### src/rtl/mem_port_arbiter_pkg.sv
// Shared encodings and the muxed memory request payload for the fetch/LSU memory port arbiter.
package mem_port_arbiter_pkg;

  typedef enum logic {
    ARB_IDLE = 1'b0,
    ARB_BUSY = 1'b1
  } arb_state_e;

  typedef enum logic {
    OWN_IF  = 1'b0,
    OWN_LSU = 1'b1
  } arb_owner_e;

  localparam logic [3:0]  FETCH_BE = 4'hF;
  // Wide enough for the largest supported latency of 7.
  localparam int unsigned LAT_W    = 3;

  typedef struct packed {
    logic        we;
    logic [3:0]  be;
    logic [31:0] addr;
    logic [31:0] wdata;
  } mem_req_t;

endpackage

### src/rtl/arb_starve_counter.sv
// Saturating count of arbitrations lost by a pending fetch; sat tells the arbiter to let fetch win.
module arb_starve_counter
  import mem_port_arbiter_pkg::*;
#(
  parameter int unsigned STARVE_MAX = 4
) (
  input  logic clk,
  input  logic reset,
  input  logic inc,
  input  logic clr,
  output logic sat
);

  localparam int unsigned CNT_W = $clog2(STARVE_MAX + 1);

  logic [CNT_W-1:0] cnt_q, cnt_d;

  always_comb begin
    cnt_d = cnt_q;
    sat   = (cnt_q == CNT_W'(STARVE_MAX));
    if (clr) begin
      cnt_d = '0;
    end else if (inc && !sat) begin
      cnt_d = cnt_q + CNT_W'(1);
    end
  end

  always_ff @(posedge clk) begin
    if (!reset) begin
      cnt_q <= '0;
    end else begin
      cnt_q <= cnt_d;
    end
  end

endmodule

### src/rtl/mem_port_arbiter.sv
// Shares one single-port synchronous RAM between instruction fetch and the LSU, one access at a time.
// Optional stall counters are built when ARB_PERF_CNT_EN is defined.
module mem_port_arbiter
  import mem_port_arbiter_pkg::*;
#(
  parameter int unsigned MEM_AW      = 10,
  parameter int unsigned MEM_LATENCY = 1,
  parameter int unsigned STARVE_MAX  = 4
) (
  input  logic              clk,
  input  logic              reset,
  input  logic              if_req,
  input  logic [31:0]       if_addr,
  output logic              if_gnt,
  output logic              if_rvalid,
  output logic [31:0]       if_rdata,
  input  logic              lsu_req,
  input  logic              lsu_we,
  input  logic [3:0]        lsu_be,
  input  logic [31:0]       lsu_addr,
  input  logic [31:0]       lsu_wdata,
  output logic              lsu_gnt,
  output logic              lsu_rvalid,
  output logic [31:0]       lsu_rdata,
  output logic              mem_en,
  output logic              mem_we,
  output logic [3:0]        mem_be,
  output logic [MEM_AW-1:0] mem_addr,
  output logic [31:0]       mem_wdata,
  input  logic [31:0]       mem_rdata
`ifdef ARB_PERF_CNT_EN
  ,
  output logic [31:0]       perf_if_stall,
  output logic [31:0]       perf_lsu_stall
`endif
);

  arb_state_e       state_q, state_d;
  arb_owner_e       owner_q, owner_d;
  logic             store_q, store_d;
  logic [LAT_W-1:0] lat_q, lat_d;
  logic [31:0]      if_rdata_q, if_rdata_d;
  logic [31:0]      lsu_rdata_q, lsu_rdata_d;

  logic             rvalid_c;
  logic             arb_c;
  logic             if_win_c;
  logic             lsu_win_c;
  logic             starve_inc_c;
  logic             starve_sat;
  mem_req_t         req_c;
  logic             unused_addr_bits;

  // Arbitration happens in IDLE or in the response cycle; nothing is granted while reset is low.
  always_comb begin
    rvalid_c     = reset && (state_q == ARB_BUSY) && (lat_q == LAT_W'(MEM_LATENCY));
    arb_c        = reset && ((state_q == ARB_IDLE) || rvalid_c);
    if_win_c     = arb_c && if_req && (!lsu_req || starve_sat);
    lsu_win_c    = arb_c && lsu_req && !if_win_c;
    starve_inc_c = arb_c && if_req && lsu_win_c;
  end

  arb_starve_counter #(
    .STARVE_MAX(STARVE_MAX)
  ) u_starve (
    .clk  (clk),
    .reset(reset),
    .inc  (starve_inc_c),
    .clr  (if_win_c),
    .sat  (starve_sat)
  );

  always_comb begin
    req_c = '0;
    if (if_win_c) begin
      req_c.be   = FETCH_BE;
      req_c.addr = if_addr;
    end else if (lsu_win_c) begin
      req_c = '{we: lsu_we, be: lsu_be, addr: lsu_addr, wdata: lsu_wdata};
    end
  end

  assign unused_addr_bits = ^{req_c.addr[31:MEM_AW+2], req_c.addr[1:0]};

  always_comb begin
    mem_en     = if_win_c || lsu_win_c;
    mem_we     = req_c.we;
    mem_be     = req_c.be;
    mem_addr   = req_c.addr[MEM_AW+1:2];
    mem_wdata  = req_c.wdata;
    if_gnt     = if_win_c;
    lsu_gnt    = lsu_win_c;
    if_rvalid  = rvalid_c && (owner_q == OWN_IF);
    lsu_rvalid = rvalid_c && (owner_q == OWN_LSU);
    if_rdata   = if_rvalid ? mem_rdata : if_rdata_q;
    // Store acks return zero data.
    lsu_rdata  = lsu_rvalid ? (store_q ? 32'h0 : mem_rdata) : lsu_rdata_q;
  end

  always_comb begin
    state_d     = state_q;
    owner_d     = owner_q;
    store_d     = store_q;
    lat_d       = lat_q;
    if_rdata_d  = if_rdata;
    lsu_rdata_d = lsu_rdata;
    case (state_q)
      ARB_IDLE: ;
      ARB_BUSY: begin
        if (rvalid_c) begin
          state_d = ARB_IDLE;
          lat_d   = '0;
        end else begin
          lat_d = lat_q + LAT_W'(1);
        end
      end
      default: state_d = ARB_IDLE;
    endcase
    if (if_win_c || lsu_win_c) begin
      state_d = ARB_BUSY;
      lat_d   = LAT_W'(1);
      owner_d = lsu_win_c ? OWN_LSU : OWN_IF;
      store_d = lsu_win_c && lsu_we;
    end
  end

  always_ff @(posedge clk) begin
    if (!reset) begin
      state_q     <= ARB_IDLE;
      owner_q     <= OWN_IF;
      store_q     <= 1'b0;
      lat_q       <= '0;
      if_rdata_q  <= '0;
      lsu_rdata_q <= '0;
    end else begin
      state_q     <= state_d;
      owner_q     <= owner_d;
      store_q     <= store_d;
      lat_q       <= lat_d;
      if_rdata_q  <= if_rdata_d;
      lsu_rdata_q <= lsu_rdata_d;
    end
  end

`ifdef ARB_PERF_CNT_EN
  logic [31:0] perf_if_stall_q, perf_if_stall_d;
  logic [31:0] perf_lsu_stall_q, perf_lsu_stall_d;

  // Cycles a requester waits with its request up; wraps naturally at 2^32.
  always_comb begin
    perf_if_stall_d  = perf_if_stall_q + 32'(if_req && !if_win_c);
    perf_lsu_stall_d = perf_lsu_stall_q + 32'(lsu_req && !lsu_win_c);
  end

  always_ff @(posedge clk) begin
    if (!reset) begin
      perf_if_stall_q  <= '0;
      perf_lsu_stall_q <= '0;
    end else begin
      perf_if_stall_q  <= perf_if_stall_d;
      perf_lsu_stall_q <= perf_lsu_stall_d;
    end
  end

  assign perf_if_stall  = perf_if_stall_q;
  assign perf_lsu_stall = perf_lsu_stall_q;
`endif

endmodule

### config.mk
export PLATFORM = sky130hd
export DESIGN_NAME = mem_port_arbiter
export DESIGN_NICKNAME = d
export VERILOG_FILES = /design/src/rtl/mem_port_arbiter_pkg.sv /design/src/rtl/arb_starve_counter.sv /design/src/rtl/mem_port_arbiter.sv
export SDC_FILE = /design/constraint.sdc
export NUM_CORES = 1
export LEC_CHECK = 0
export ABC_CLOCK_PERIOD_IN_PS = 2900
export CAP_MARGIN = 30
export CORE_ASPECT_RATIO = 0.9
export CORE_MARGIN = 2
export CORE_UTILIZATION = 35
export CTS_CLUSTER_DIAMETER = 200
export DETAILED_ROUTE_END_ITERATION = 10
export PLACE_DENSITY = 0.8
export SLEW_MARGIN = 30
export SYNTH_ARGS = -nofsm -noshare
export SYNTH_HDL_FRONTEND = slang
export SYNTH_SLANG_ARGS = --single-unit
### constraint.sdc
create_clock -name clk -period 2.9 [get_ports clk]
set_input_delay 0.58 -clock clk [delete_from_list [all_inputs] [get_ports clk]]
set_output_delay 0.58 -clock clk [all_outputs]
set_load 0.05 [all_outputs]
== Word-level counts from Yosys, hierarchy flattened ==
Cells that the tools add are included.
W data, S select, Z words.
Storage, ports and cells
  flip-flop bits (word level): 73
  latch bits: 0
  memory bits (writable): 0
  ROM bits: 0
  input port bits: 137
  output and inout port bits: 116
  logic and storage cells: 50
  memories kept: 0
Operators by class
  add/sub/neg operators: 2
  multiply operators: 0
  div/mod/pow operators: 0
  magnitude comparators: 0
  equality and inequality tests: 2
  shift operators: 0
  muxes and demuxes: 14
  bitwise operators: 3
  reduce and logical (&&, ||, !) cells: 21
Operator list (number)
  $mux W32: 4
  $mux W69: 1
  $mux W36: 1
  $logic_and A1 B1 Y1: 12
  $mux W1: 7
  $add A3 B1 Y3 const B: 2
  $reduce_or A2 Y1: 2
  $eq A3 B1 Y1 const B: 1
  $eq A3 B3 Y1 const B: 1
  $logic_not A1 Y1: 3
  $logic_or A1 B1 Y1: 3
  $mux W3: 1
  $not A1 Y1: 3
  $reduce_bool A2 Y1: 1

== Depth between registers and ports, before layout ==
Gate-level depths: netlist (run 1).
  word-level depth: 10
  gate-level depth with buffers: 9
  mapped depth without buffers: 6

== By module ==
From an unflattened synthesis (run 1), not the netlist that was laid out.
Unflattened totals
  cells, all modules: 499
  area total of the unflattened synthesis: 4406.7 um2
By module, submodules not included
  mem_port_arbiter: instances 1, cells each 481, area each 4219.0 um2, seq. area each 1401.3 um2
  arb_starve_counter: instances 1, cells each 18, area each 187.7 um2, seq. area each 60.1 um2

== Worst setup path after synthesis (run 1) ==
Ideal clock, no wire load.
  path type: register -> output
  start: reg lat_q[0]
  end: out mem_addr[5]
  arrival: 2.375 ns
  data required time: 2.320 ns
  path slack: -0.055 ns
  cell stages (with the launch flop): 7
  buffers on the path: 1
  cells stage by stage: dfxtp_1 > ha_1 > nand2b_4 > a21oi_2 > clkbuf_1 > nand2_1 > o21ai_0
On the way
  cells in the longest elaborated chain, start to end: 10
  elaborated cells on any way between the ends: 11
  those cells by class: 1 x eq/ne; 2 x mux; 8 x reduce/logical
RTL lines
  start: declaration: line mem_port_arbiter.sv:41  | logic [LAT_W-1:0] lat_q, lat_d;
  start signal: assignment: line mem_port_arbiter.sv:139  | lat_q <= lat_d;
  $eq A3 B1 Y1 (*): line mem_port_arbiter.sv:56  | rvalid_c = reset && (state_q == ARB_BUSY) && (lat_q == LAT_W'(MEM_LATENCY));
  $logic_and A1 B1 Y1 (*): line mem_port_arbiter.sv:56
  $logic_or A1 B1 Y1 (*): line mem_port_arbiter.sv:57  | arb_c = reset && ((state_q == ARB_IDLE) || rvalid_c);
  $logic_and A1 B1 Y1 (*): line mem_port_arbiter.sv:57
  $logic_and A1 B1 Y1 (2 in a row): line mem_port_arbiter.sv:58  | if_win_c = arb_c && if_req && (!lsu_req || starve_sat);
  $logic_not A1 Y1: line mem_port_arbiter.sv:59  | lsu_win_c = arb_c && lsu_req && !if_win_c;
  $logic_and A1 B1 Y1: line mem_port_arbiter.sv:59
  $mux W69: line mem_port_arbiter.sv:78  | end else if (lsu_win_c) begin
  $mux W36 (*): line mem_port_arbiter.sv:75  | if (if_win_c) begin
  end: declaration: line mem_port_arbiter.sv:28  | output logic [MEM_AW-1:0] mem_addr,
Every way passes the cells marked *; elsewhere a longest branch is shown, timed or not.

== Worst setup path in the final report (run 1) ==
  start: in lsu_req
  end: out mem_wdata[18]
On the way
  cells in the longest elaborated chain, start to end: 7
  elaborated cells on any way between the ends: 8
  those cells by class: 2 x mux; 6 x reduce/logical
RTL lines
  start: declaration: line mem_port_arbiter.sv:17  | input logic lsu_req,
  $logic_not A1 Y1: line mem_port_arbiter.sv:58
  $logic_or A1 B1 Y1: line mem_port_arbiter.sv:58
  $logic_and A1 B1 Y1: line mem_port_arbiter.sv:58
  $logic_not A1 Y1: line mem_port_arbiter.sv:59
  $logic_and A1 B1 Y1: line mem_port_arbiter.sv:59
  $mux W69: line mem_port_arbiter.sv:78
  $mux W32 (*): line mem_port_arbiter.sv:75
  end: declaration: line mem_port_arbiter.sv:29  | output logic [31:0] mem_wdata,
Marks and branches as above.

==> run metrics, run 1 <==
outcome=completed; WP depth=7; final hold slack=0.4562 ns; Worst R2R Path Depth=8; Final period util=97.90%; most common cell after layout, fill and taps aside=clkdlybuf4s50_1; fin crit period=2.839 ns; final setup vio count=0; Netlist cell types=34; antenna violations before repair=0; pre-CTS WS=-0.2090 ns; Post-Syn Nets=552; DP Wirelength=9028 microns; Skew-Pair Late Insertion Delay=0.33 ns; critical path's top delay family=buffers and inverters; CP endpoint kind=output pin; pwr dens=378.6 nW/um^2; RSZ-0062 raised after global routing=yes; setup tns final=0 ns; crit-path max cell delay=0.48 ns; die area=11,190 sq um; Final WS setup=0.06083 ns; layout cell share with drive strength beyond 1=34.44%; initial core utilization=35.69%; CP Launch Type=input pin; DR WL/cell=15.41 microns; Root Buffer=clkbuf_16; overall power=2.694 mW; Hold Vio Cnt, Final=0; Psw=742.9 uW; sequential area share after synthesis=40.30%; commonest cells after routing, fill and taps aside=clkdlybuf4s50_1, buf_12, nand2_1, dfxtp_1, and2_1; CP max stage cell=clkdlybuf4s50_1; Residual DRC=0; Final Max Tran Viols=0; WP data arrival=2.26 ns; most used cell along the critical path=buf_12; Seq pwr share=38.2%; CP max FO=35; Mean Syn Cell Area=8.822 sq um; clk sink count=73; Final ANT Viol Nets=0; Inserted Diodes=0; Via density=4.752; Int Pwr=1.951 mW; Layout area overhead=96.27%; fillers=763; Iteration-0 DRC Markers=130; clock tree buffer depth=2; cts bufs inserted=9; Site Rows=35; Post-Layout Cell Count=762; Worst-Margin Slew=0.5297 ns; vias in the first global route=3,701; number of cells on the worst hold path=2; largest net degree at the start of global routing=45; Slew HR=64.57%; port buffer count=208; CTS H-tree depth=3; synthesis-stage register bit count=73; Leak=3.112 nW; part of the power in combinational logic=26.7%; first-pass GRT wire length=18,240 microns; core area=10,160 sq um; EDFF count, synth=0; VDD IR-drop max=0.4128 mV; Critical path buffers and inverters=4; Die X=111.3 microns; Primary FF master, synth=dfxtp_1; gr usage total=20.44%; FFs w/ async S/R, synth=0%; Design Area, Final=7117 sq um; GPL Wtd Cong=0.7653; Inst Count DP=744; Top-Level Pins=253; Worst Hold Class=register to register; crit-path cells=clkdlybuf4s50_1 -> a21boi_4 -> buf_4 -> o21a_1 -> buf_12 -> and2_1 -> buf_12; clk slew on worst S/H paths=0.05 ns; chip height=100.6 microns; Worst EP required=2.32 ns; cts hold-fix bufs=0; Setup Skew=0.006706 ns; max_cap viols=0; Max Freq=0.3522 GHz; Clk pwr share=35.1%; final-stage net count=771; DRT Pass-1 Iters=6; Setup CP Type=input pin to output pin; TritonCTS clock tree=yes; Core Util, Final=70.05%; Gate Count Post-Synth=411; total number of vias=3,621; final wirelength=11,750 microns; area post-placement=6721 sq um; Syn. warnings=0; grt total ovfl=0; Cell Area, Synth=3626 sq um; Net Sw Frac=27.57%
-- timing repair --
item                       4_1_cts  5_1_grt
setup endpoints to repair       79       73
pin swaps                        2        1
gates resized for setup         15       19
buffers inserted                 2        1
gates cloned                     1        0
-- flip-flops by register name (all words and copies together) (netlist names) --
| register | flops |
|---|---|
| if_rdata_q | 32 |
| lsu_rdata_q | 32 |
| lat_q | 3 |
| u_starve.cnt_q | 3 |
| owner_q | 1 |
| state_q | 1 |
| store_q | 1 |
-- worst paths after layout --
path,from,end,slack [ns]
min reg2reg,lsu_rdata_q[23],lsu_rdata_q[23],0.46
max,lsu_req,mem_wdata[18],0.06
min,lsu_rdata_q[23],lsu_rdata_q[23],0.46
max reg2reg,lat_q[1],if_rdata_q[25],0.97
-- final cells by class --
class                           instances  area (sq um)  area share (%)
Timing Repair Buffer                  235          3107           43.65
Multi-Input combinational cell        303          2111           29.66
Sequential cell                        73          1463           20.55
Clock buffer                           13         240.2           3.376
Tap cell                              129         161.4           2.268
Inverter                                8         30.03          0.4219
Clock inverter                          1         5.005         0.07032
-- cell families after synthesis --
logic type | Yosys count | synth area share, %
buffers and inverters | 36 | 4.382
flip-flops | 73 | 40.30
multiplexers | 34 | 10.49
AND/OR/NAND/NOR | 202 | 30.92
adder cells (fa/ha/maj) | 4 | 1.380
AO/OA/AOI/OAI | 62 | 12.53
-- worst min-delay path: cells and delay by family (launching register included) --
kind	cells	cell delay [ns]
AND/OR/NAND/NOR	1	0.06
AO/OA/AOI/OAI	1	0.05
flip-flops	1	0.29
-- cells in the mapped netlist, drive strengths merged (4+ instances only) --
master  instances  area share, %
dfxtp          73             40
a21o            4           0.83
mux2           32            9.9
buf             9            1.6
clkbuf         19            2.0
and2           67             12
a21boi         34            7.6
ha              4            1.4
inv             8           0.83
a21oi           6           0.93
nand2          93            9.6
or3b           32            7.8
o21ai          11            1.5
-- power by group through the flow --
stage / Sequential [mW] / Clock, mW / Combinational (mW)
4_1_cts: 1.03 / 0.972 / 0.719
6_report: 1.03 / 0.945 / 0.720
3_3_place_gp: 1.05 / 0 / 0.690
3_5_place_dp: 1.05 / 0 / 0.703
5_1_grt: 1.03 / 1.01 / 0.753
2_1_floorplan: 1.05 / 0 / 0.317
-- layer usage --
metal / vias to the layer above / share of wire, % / global-route usage, %
met4: 0 / 1.2 / 6.078
li1: 1799 / - / -
met3: 15 / 5.0 / 6.073
met2: 99 / 53 / 36.63
met5: - / 0 / 0
met1: 1708 / 40 / 23.83
Note: power is estimated with default switching activity, not from simulation.
==> run 2, diff against run 1 <==
Settings changed: CORE_MARGIN 2 to 3, CTS_CLUSTER_SIZE set to 8.
==> run metrics, run 2 (synthesized netlist as in run 1, its figures left out) <==
core area=9869 sq um (-2.9%); leading registers by flop count=if_rdata_q x32, lsu_rdata_q x32; clock tree buffer depth=2 (unchanged); met1 usage=22.55% (-1.3 points); VDD IR-drop max=0.3029 mV (-27%); outcome=completed; Die X=113.3 microns (+1.8%); Setup Skew=0.004333 ns (-0.002373 ns); fillers=684 (-10%); DP Wirelength=8502 microns (-5.8%); Root Buffer=clkbuf_16; initial core utilization=36.74% (+1.0 points); largest net degree at the start of global routing=40 (-11%); max_cap viols=0 (unchanged); grt peak-use layer=met2; RSZ-0062 raised after global routing=yes; Worst EP required=2.32 ns (about the same); clk sink count=73 (unchanged); vias in the first global route=3,566 (-3.6%); pwr dens=403.2 nW/um^2 (+6.5%); Final ANT Viol Nets=0 (unchanged); cts bufs inserted=9 (unchanged); Hold Vio Cnt, Final=0 (unchanged); total number of vias=3,583 (-1.0%); GPL Wtd Cong=0.7916 (+3.4%); TritonCTS clock tree=yes; Residual DRC=0 (unchanged); Leak=3.133 nW (+0.69%); Top-Level Pins=253 (unchanged); grt total ovfl=0 (unchanged); commonest cells after routing, fill and taps aside=clkdlybuf4s50_1, buf_12, nand2_1, dfxtp_1, and2_1; CP endpoint kind=output pin; Max Freq=0.3521 GHz (about the same); DRT Pass-1 Iters=4 (-2); Worst Hold Class=register to register; number of cells on the worst hold path=2 (unchanged); gr usage total=18.97% (-1.5 points); CP Launch Type=register; CP max FO=16 (-54%); WP data arrival=2.26 ns (about the same); CTS H-tree depth=3 (unchanged); Site Rows=34 (-2.9%); Inserted Diodes=0 (unchanged); Slew HR=53.89% (-11 points); clk slew on worst S/H paths=0.06 ns (about the same); die area=11,620 sq um (+3.8%); Iteration-0 DRC Markers=138 (+6.2%); most common cell after layout, fill and taps aside=clkdlybuf4s50_1; Skew-Pair Late Insertion Delay=0.31 ns (-0.02 ns); DR WL/cell=15.66 microns (+1.6%); fin crit period=2.840 ns (+0.0008830 ns); chip height=102.6 microns (+2.0%); Layout area overhead=98.14%; layout cell share with drive strength beyond 1=36.57% (+2.1 points); port buffer count=208 (unchanged); final setup vio count=0 (unchanged); Design Area, Final=7184 sq um (+0.95%); area post-placement=6639 sq um (-1.2%); first-pass GRT wire length=17,770 microns (-2.5%); overall power=2.896 mW (+7.5%); cts hold-fix bufs=0 (unchanged); Worst R2R Path Depth=8 (unchanged); final wirelength=11,820 microns (+0.66%); Worst-Margin Slew=0.6917 ns (+0.1620 ns); Final Max Tran Viols=0 (unchanged); Setup CP Type=register to output pin; routing usage on met2=34.38% (-2.3 points); final hold slack=0.4555 ns (-0.0006510 ns); Via density=4.746 (-0.13%); Final period util=97.93% (about the same); met3 usage in global routing=4.754% (-1.3 points); antenna violations before repair=0 (unchanged); final-stage net count=765 (-0.78%)
## run 2: cell count changes in the layout (fill, tap and decap cells not counted), moves of 3 or more
cell,previous run,this run
or3b_1,22,11
buf_4,53,46
or3b_4,8,13
clkbuf_1,4,1
or3b_2,2,8
## run 2: worst max-delay path, cell delays in order, from the launching register on
cell and delay [ns]:
dfxtp_1 0.34, inv_2 0.08, ha_4 0.15, and2b_1 0.14
nand4_1 0.20, buf_4 0.22, clkbuf_16 0.17, or3b_4 0.41
nand2_2 0.10, buf_12 0.14
## run 2: worst paths after layout
kind / from / endpoint / slack (ns)
setup reg to reg: lat_q[1] / lsu_rdata_q[7] / 0.96
hold / removal: lsu_rdata_q[31] / lsu_rdata_q[31] / 0.46
setup / recovery: lat_q[1] / lsu_rdata[25] / 0.06
hold reg to reg: lsu_rdata_q[31] / lsu_rdata_q[31] / 0.46
## run 2: cell type report
| class | count | area [sq um] | share of cell area (%) |
|---|---|---|---|
| timing repair buffer | 229 | 3083 | 42.91 |
| multi-input combinational | 303 | 2130 | 29.64 |
| sequential | 73 | 1465 | 20.39 |
| clock buffer | 10 | 229.0 | 3.187 |
| tap | 126 | 157.7 | 2.194 |
| clock inverter | 6 | 90.09 | 1.254 |
| inverter | 8 | 30.03 | 0.4180 |
## run 2: timing repair
action                     in CTS  in global routing
gates resized for setup         3                 35
setup endpoints to repair      18                 87
setup buffers                   1                  3
pin swaps                       0                  2
cloned                          2                  1
## run 2: layer usage
layer	routed length [microns]	share of wire [%]	vias to the layer above
li1	-	-	1785
met1	4647	39	1684
met2	6420	54	102
met3	589	5.0	12
met4	166	1.4	0
met5	0	0	-
## run 2: metrics by stage
| step | instances | utilization (%) | setup TNS [ns] | setup WS (ns) |
|---|---|---|---|---|
| floorplan | 411 | - | 0 | 0.04549 |
| detailed placement | 732 | 67.27 | -0.5804 | -0.07875 |
| global route | 755 | 72.79 | -0.2462 | -0.02130 |
| CTS | 751 | 71.17 | 0 | 0.003871 |
| finish | 755 | 72.79 | 0 | 0.05994 |
| global placement | 732 | 67.18 | -4.974 | -0.4179 |
## run 2: report_power, final
group,internal (mW),total [mW],switching [mW]
logic,0.353,0.692,0.339
clock network,0.756,1.16,0.407
registers,1.02,1.04,0.0220
total,2.13,2.90,0.768
